==> config.mk <==
export PLATFORM = sky130hd
export DESIGN_NAME = axi_w_order_ctrl
export DESIGN_NICKNAME = d
export VERILOG_FILES = /design/src/rtl/axi_w_order_ctrl.sv
export SDC_FILE = /design/constraint.sdc
export NUM_CORES = 1
export LEC_CHECK = 0
export CAP_MARGIN = 10
export CELL_PAD_IN_SITES_DETAIL_PLACEMENT = 2
export CELL_PAD_IN_SITES_GLOBAL_PLACEMENT = 2
export CORE_MARGIN = 1.5
export CORE_UTILIZATION = 10
export DETAILED_ROUTE_END_ITERATION = 6
export PLACE_DENSITY_LB_ADDON = 0.15
export SLEW_MARGIN = 10
export SYNTH_ARGS = -nofsm -noshare
export SYNTH_HDL_FRONTEND = slang
export SYNTH_SLANG_ARGS = --single-unit
export TNS_END_PERCENT = 100
==> constraint.sdc <==
create_clock -name clk_i -period 2.5 [get_ports clk_i]
set_clock_uncertainty 0.1 [all_clocks]
set_input_delay 0.625 -clock clk_i [delete_from_list [all_inputs] [get_ports clk_i]]
set_output_delay 0.625 -clock clk_i [all_outputs]
set_load 0.02 [all_outputs]
==> src/rtl/axi_w_order_ctrl.sv <==
// ---------------------------------------------------------------------------
// axi_w_order_ctrl
//
// Purpose:
//   Merges the AXI W channels of several requesters onto a single W stream.
//   The upstream AW arbiter reports every grant it issues; the granted index
//   is queued in an order FIFO. The entry at the FIFO head selects which
//   requester's W beats are passed through, so the W stream follows AW order.
//   The W path is purely combinational and stores no beats. The head entry is
//   retired on the last-beat handshake.
//
// Ports:
//   clk_i, rst_ni        clock (rising edge), asynchronous active-low reset
//   test_en_i            test mode strap, no functional effect
//   aw_grant_valid_i     an AW grant was issued upstream
//   aw_grant_idx_i       index of the granted requester
//   aw_grant_ready_o     order FIFO has room for another grant
//   slave_*_i/o          per-requester W channels, port p at slice p
//   master_*_o/i         merged W channel toward the W buffer
//   outstanding_o        number of queued grants, including the active one
//   burst_active_o       head burst has moved at least one beat, not the last
// ---------------------------------------------------------------------------
module axi_w_order_ctrl #(
    parameter int NUM_PORTS  = 2,
    parameter int DATA_WIDTH = 64,
    parameter int USER_WIDTH = 6,
    parameter int FIFO_DEPTH = 4,
    localparam int STRB_WIDTH = DATA_WIDTH / 8,
    localparam int IDX_WIDTH  = (NUM_PORTS > 1) ? $clog2(NUM_PORTS) : 1,
    localparam int CNT_WIDTH  = $clog2(FIFO_DEPTH + 1)
) (
    input  logic                             clk_i,
    input  logic                             rst_ni,
    input  logic                             test_en_i,
    input  logic                             aw_grant_valid_i,
    input  logic [IDX_WIDTH-1:0]             aw_grant_idx_i,
    output logic                             aw_grant_ready_o,
    input  logic [NUM_PORTS-1:0]             slave_valid_i,
    input  logic [NUM_PORTS*DATA_WIDTH-1:0]  slave_data_i,
    input  logic [NUM_PORTS*STRB_WIDTH-1:0]  slave_strb_i,
    input  logic [NUM_PORTS*USER_WIDTH-1:0]  slave_user_i,
    input  logic [NUM_PORTS-1:0]             slave_last_i,
    output logic [NUM_PORTS-1:0]             slave_ready_o,
    output logic                             master_valid_o,
    output logic [DATA_WIDTH-1:0]            master_data_o,
    output logic [STRB_WIDTH-1:0]            master_strb_o,
    output logic [USER_WIDTH-1:0]            master_user_o,
    output logic                             master_last_o,
    input  logic                             master_ready_i,
    output logic [CNT_WIDTH-1:0]             outstanding_o,
    output logic                             burst_active_o
);

    localparam int PTR_WIDTH = $clog2(FIFO_DEPTH);
    localparam logic [CNT_WIDTH-1:0] FULL_CNT   = CNT_WIDTH'(FIFO_DEPTH);
    localparam logic [IDX_WIDTH:0]   PORT_LIMIT = (IDX_WIDTH + 1)'(NUM_PORTS);

    typedef enum logic {
        ST_IDLE,
        ST_BURST
    } burst_state_e;

    logic [IDX_WIDTH-1:0] fifo_q [FIFO_DEPTH];
    logic [IDX_WIDTH-1:0] fifo_d [FIFO_DEPTH];
    logic [PTR_WIDTH-1:0] wr_ptr_q, wr_ptr_d;
    logic [PTR_WIDTH-1:0] rd_ptr_q, rd_ptr_d;
    logic [CNT_WIDTH-1:0] cnt_q, cnt_d;
    burst_state_e         state_q, state_d;

    logic                 fifo_empty;
    logic [IDX_WIDTH-1:0] head_idx;
    logic                 head_ok;
    logic                 push;
    logic                 beat_hs;
    logic                 pop;

    // The test strap has no functional meaning here.
    logic unused_test_en;
    assign unused_test_en = test_en_i;

    assign fifo_empty = (cnt_q == '0);
    assign head_idx   = fifo_q[rd_ptr_q];
    // An out-of-range index at the head blocks the W path until reset.
    assign head_ok    = !fifo_empty && ({1'b0, head_idx} < PORT_LIMIT);

    // A full FIFO refuses a grant even if the head retires in the same cycle,
    // which keeps ready independent of the W handshake.
    assign aw_grant_ready_o = (cnt_q != FULL_CNT);
    assign push             = aw_grant_valid_i && aw_grant_ready_o;
    assign beat_hs          = master_valid_o && master_ready_i;
    assign pop              = beat_hs && master_last_o;

    assign outstanding_o  = cnt_q;
    assign burst_active_o = (state_q == ST_BURST);

    // W pass-through mux. Only the head requester sees master ready; every
    // other requester is held off, so their beats wait in place.
    always_comb begin
        master_valid_o = 1'b0;
        master_data_o  = '0;
        master_strb_o  = '0;
        master_user_o  = '0;
        master_last_o  = 1'b0;
        slave_ready_o  = '0;
        if (head_ok) begin
            for (int p = 0; p < NUM_PORTS; p++) begin
                if (head_idx == IDX_WIDTH'(p)) begin
                    master_valid_o   = slave_valid_i[p];
                    master_data_o    = slave_data_i[p*DATA_WIDTH +: DATA_WIDTH];
                    master_strb_o    = slave_strb_i[p*STRB_WIDTH +: STRB_WIDTH];
                    master_user_o    = slave_user_i[p*USER_WIDTH +: USER_WIDTH];
                    master_last_o    = slave_last_i[p];
                    slave_ready_o[p] = master_ready_i;
                end
            end
        end
    end

    // Order FIFO next-state. Pointers wrap naturally because the depth is a
    // power of two. A push into an empty FIFO only becomes the head after the
    // clock edge, so the new grant is served from the following cycle.
    always_comb begin
        fifo_d   = fifo_q;
        wr_ptr_d = wr_ptr_q;
        rd_ptr_d = rd_ptr_q;
        cnt_d    = cnt_q;
        if (push) begin
            fifo_d[wr_ptr_q] = aw_grant_idx_i;
            wr_ptr_d         = wr_ptr_q + PTR_WIDTH'(1);
        end
        if (pop) begin
            rd_ptr_d = rd_ptr_q + PTR_WIDTH'(1);
        end
        case ({push, pop})
            2'b10:   cnt_d = cnt_q + CNT_WIDTH'(1);
            2'b01:   cnt_d = cnt_q - CNT_WIDTH'(1);
            default: cnt_d = cnt_q;
        endcase
    end

    // Burst tracker: any beat handshake moves into or out of a burst
    // depending on whether it carried last.
    always_comb begin
        state_d = state_q;
        if (beat_hs) begin
            state_d = master_last_o ? ST_IDLE : ST_BURST;
        end
    end

    // State registers. Reset drops any partially transferred burst and every
    // queued grant at once.
    always_ff @(posedge clk_i or negedge rst_ni) begin
        if (!rst_ni) begin
            fifo_q   <= '{default: '0};
            wr_ptr_q <= '0;
            rd_ptr_q <= '0;
            cnt_q    <= '0;
            state_q  <= ST_IDLE;
        end else begin
            fifo_q   <= fifo_d;
            wr_ptr_q <= wr_ptr_d;
            rd_ptr_q <= rd_ptr_d;
            cnt_q    <= cnt_d;
            state_q  <= state_d;
        end
    end

endmodule

==> results.md <==
- Status: complete, but fails checks
- Failing checks: setup timing
- CP cell instances: mux4_2 > buf_12 > or2_4 > a21oi_4 > ha_2 > inv_2 > fa_2 > xor2_1 > nor2_1 > xor2_1
- Worst flop-to-flop path startpoint: fifo_q[0]
- Post-synthesis sequential area ratio: 16.69%
- Slew margin rel.: 63.31%
- GRT Total Usage: 13.94%
- Hold Vio Cnt, Final: 0
- Synth cell types: 23
- Most instantiated library cell after synthesis: nand2_1
- H-tree depth: 1
- DRT Pass-1 Iters: 4
- Final nets: 798
- Initial DRC count: 60
- Slowest CP cell: mux4_2
- Pleak: 2.518 nW
- Die area: 18,810 sq um
- Maxcap violations: 0
- Vias in the first global route: 3,697
- Initial Utilization: between 10% and 20%
- Die W: 137.1 um
- Via-to-Cell Ratio: between 4 and 5
- Core Util, Final: 32.60%
- CP Data Arrival Time: 2.77 ns
- Hold Path Class: reg2reg
- F_max: approximately 0.37 GHz
- Rows: 48
- Placed Instances: 812
- CP max stage delay: around 0.55 ns
- Largest net degree at the start of global routing: 46
- Post-Syn Nets: 498
- Final min period: 2.703 ns
- Worst Hold Launch: fifo_q[1]
- RR Endpoint: outstanding_o[2]
- Setup TNS: -7.057 ns
- Place WS: -0.3737 ns
- Setup ws final: -0.2033 ns
- RSZ-0062 raised after global routing: true
- Synth area leader: nand2_1
- Global-route wire length before repair: a little over 20 mm
- Mapped Avg Cell Area: 5.519 sq um
- Initial antenna violation count: 0
- Die H: 137.1 um
- Setup crit end kind: flip-flop
- Layout area overhead: 215.6%
- Clock sink count: 12
- Post-Syn Area: 1799 sq um
- Hold buffers post-CTS: 0
- Setup crit start kind: flip-flop
- Wire per inst: 17.31 um
- WHS: 0.4680 ns
- Clock buffers created by TritonCTS: 3
- Final instance area: roughly 5700 sq um
- FFs w/ async S/R, synth: 100.0%
- N_diodes: 0
- Reg2reg path depth: 10
- Vias post-DR: 3,449
- Power per cell area: about 1900 nW/um^2
- # port buffers: 251
- Reg2reg setup slack: -0.20 ns
- Post-synth EDFFs: 0
- Area after DPL: 4923 sq um
- Routability Congestion: 0.7096
- Yosys reg bits: 12
- Post-synth top flop: dfrtp_1
- Pins Over Slew Limit: 0
- Fin crit share: 108.1%
- WHS Path Cells: 1
- Non-Filler Instances: 850
- Max VDD drop: 0.8538 mV
- Top-area cell type share of the netlist area: 34.21%
- Share of post-route cells with drive strength above 1: 40.96%
- Post-route DRC: 0
- Routed Antenna Nets: 0
- Synth top cells by count: 164 x nand2_1, 78 x a21oi_1, 20 x clkbuf_1, 12 x dfrtp_1, 7 x nor2_1
- Setup Crit Path Kind: reg2reg
- Routed WL: 14.71 mm
- Slew @ Worst Pin: 0.5486 ns
- CTS tree: built
- Final Setup Violations: 82
- Clock slew seen by the registers of the worst setup and hold paths: 0.05 ns
- Post-DP HPWL: between 10 and 15 mm
- IO Pins: around 250
- Later-pin clock latency in the skew report: approximately 0.25 ns
- YS warnings: 0
- CP dominant cell by count: xor2_1
- Core Region: 17,420 sq um
- Required time worst endpoint: 2.57 ns
- Crit-path max FO: 6
- Total power draw: 10.53 mW
- Fill cells: 1,986
- Hold path endpoint: fifo_q[1]
- Leading post-synthesis cells by cell area: nand2_1 34%, a21oi_1 22%, dfrtp_1 17%
- CP startpoint: fifo_q[0]
- Syn Inst Count: 326
- Grt total ovfl: 0
- Clk buf depth: 2
- Root Buffer: clkbuf_16
final cells by class:
| cell class | count | area [sq um] | area share [%] |
|---|---|---|---|
| tap | 225 | 281.5 | 4.958 |
| inverter | 6 | 22.52 | 0.3967 |
| clock buffer | 4 | 88.84 | 1.565 |
| sequential | 12 | 301.5 | 5.311 |
| timing repair buffer | 320 | 3197 | 56.30 |
| multi-input combinational | 283 | 1787 | 31.47 |
logic make-up (layout without fill, tap and decap cells):
| family | Yosys count | in the layout | share of synthesized area, % |
|---|---|---|---|
| compound gates | 81 | 81 | 22.88 |
| xor+xnor | 6 | 6 | 2.921 |
| fa+ha+maj | 6 | 6 | 4.590 |
| buf+inv | 31 | 330 | 7.092 |
| flops | 12 | 12 | 16.69 |
| mux | 13 | 13 | 8.345 |
| simple gates | 177 | 177 | 37.48 |
flip-flops by register name, indices dropped and copies added, names as in the netlist:
register,cells
outstanding_o,3
fifo_q,4
rd_ptr_q,2
wr_ptr_q,2
burst_active_o,1
what timing repair did:
| item | in CTS | in global routing |
|---|---|---|
| pin swaps | 9 | 27 |
| gates resized for setup | 402 | 130 |
| endpoints found under the hold margin | 0 | 0 |
| setup endpoints to repair | 84 | 84 |
| cloned | 4 | 4 |
| buffers inserted | 19 | 9 |
power by group:
part	internal [mW]	switching (mW)
Combinational	4.72	5.08
Clock	0.242	0.0907
Sequential	0.302	0.100
Total	5.26	5.27
per-layer routing:
metal / vias up / wire, um / track usage [%]
met2: 144 / 8033 / 28.48
met5: - / 0 / 0
met4: 0 / 131 / 2.105
met3: 9 / 1171 / 2.926
met1: 1640 / 5373 / 14.60
li1: 1656 / - / -
worst max path at each step:
stage / endpoint / slack [ns] / cells after the start
after floorplan: outstanding_o[2] / -0.09 / 10
after global placement: outstanding_o[2] / -0.31 / 10
after detailed placement: master_data_o[3] / -0.37 / 6
after CTS: outstanding_o[2] / -0.23 / 10
after global routing: outstanding_o[2] / -0.29 / 10
final: outstanding_o[2] / -0.20 / 10
placed cells by master (no fill, tap or decap), types with 3 or more instances in the layout:
| cell | instances |
|---|---|
| nand2_1 | 118 |
| mux2i_1 | 3 |
| clkbuf_16 | 6 |
| buf_16 | 3 |
| a21oi_1 | 42 |
| inv_1 | 5 |
| buf_2 | 25 |
| buf_12 | 14 |
| nand2_2 | 29 |
| dfrtp_1 | 11 |
| mux2_2 | 5 |
| nor2_1 | 6 |
| a21oi_2 | 35 |
| ha_1 | 4 |
| xor2_1 | 4 |
| buf_6 | 34 |
| buf_4 | 69 |
| clkdlybuf4s50_1 | 169 |
| nand2_4 | 17 |
critical path: cells and delay by family, from the launching register on:
family	cells	cell delay, ns
muxes	1	0.55
xor gates and xnor gates	2	0.30
and+or+nand+nor	2	0.35
buffers and inverters	2	0.21
adders and majority gates	2	0.54
DFF	1	0.41
AOI/OAI and AO/OA	1	0.15
No activity file was read; power rests on OpenSTA's default activity.
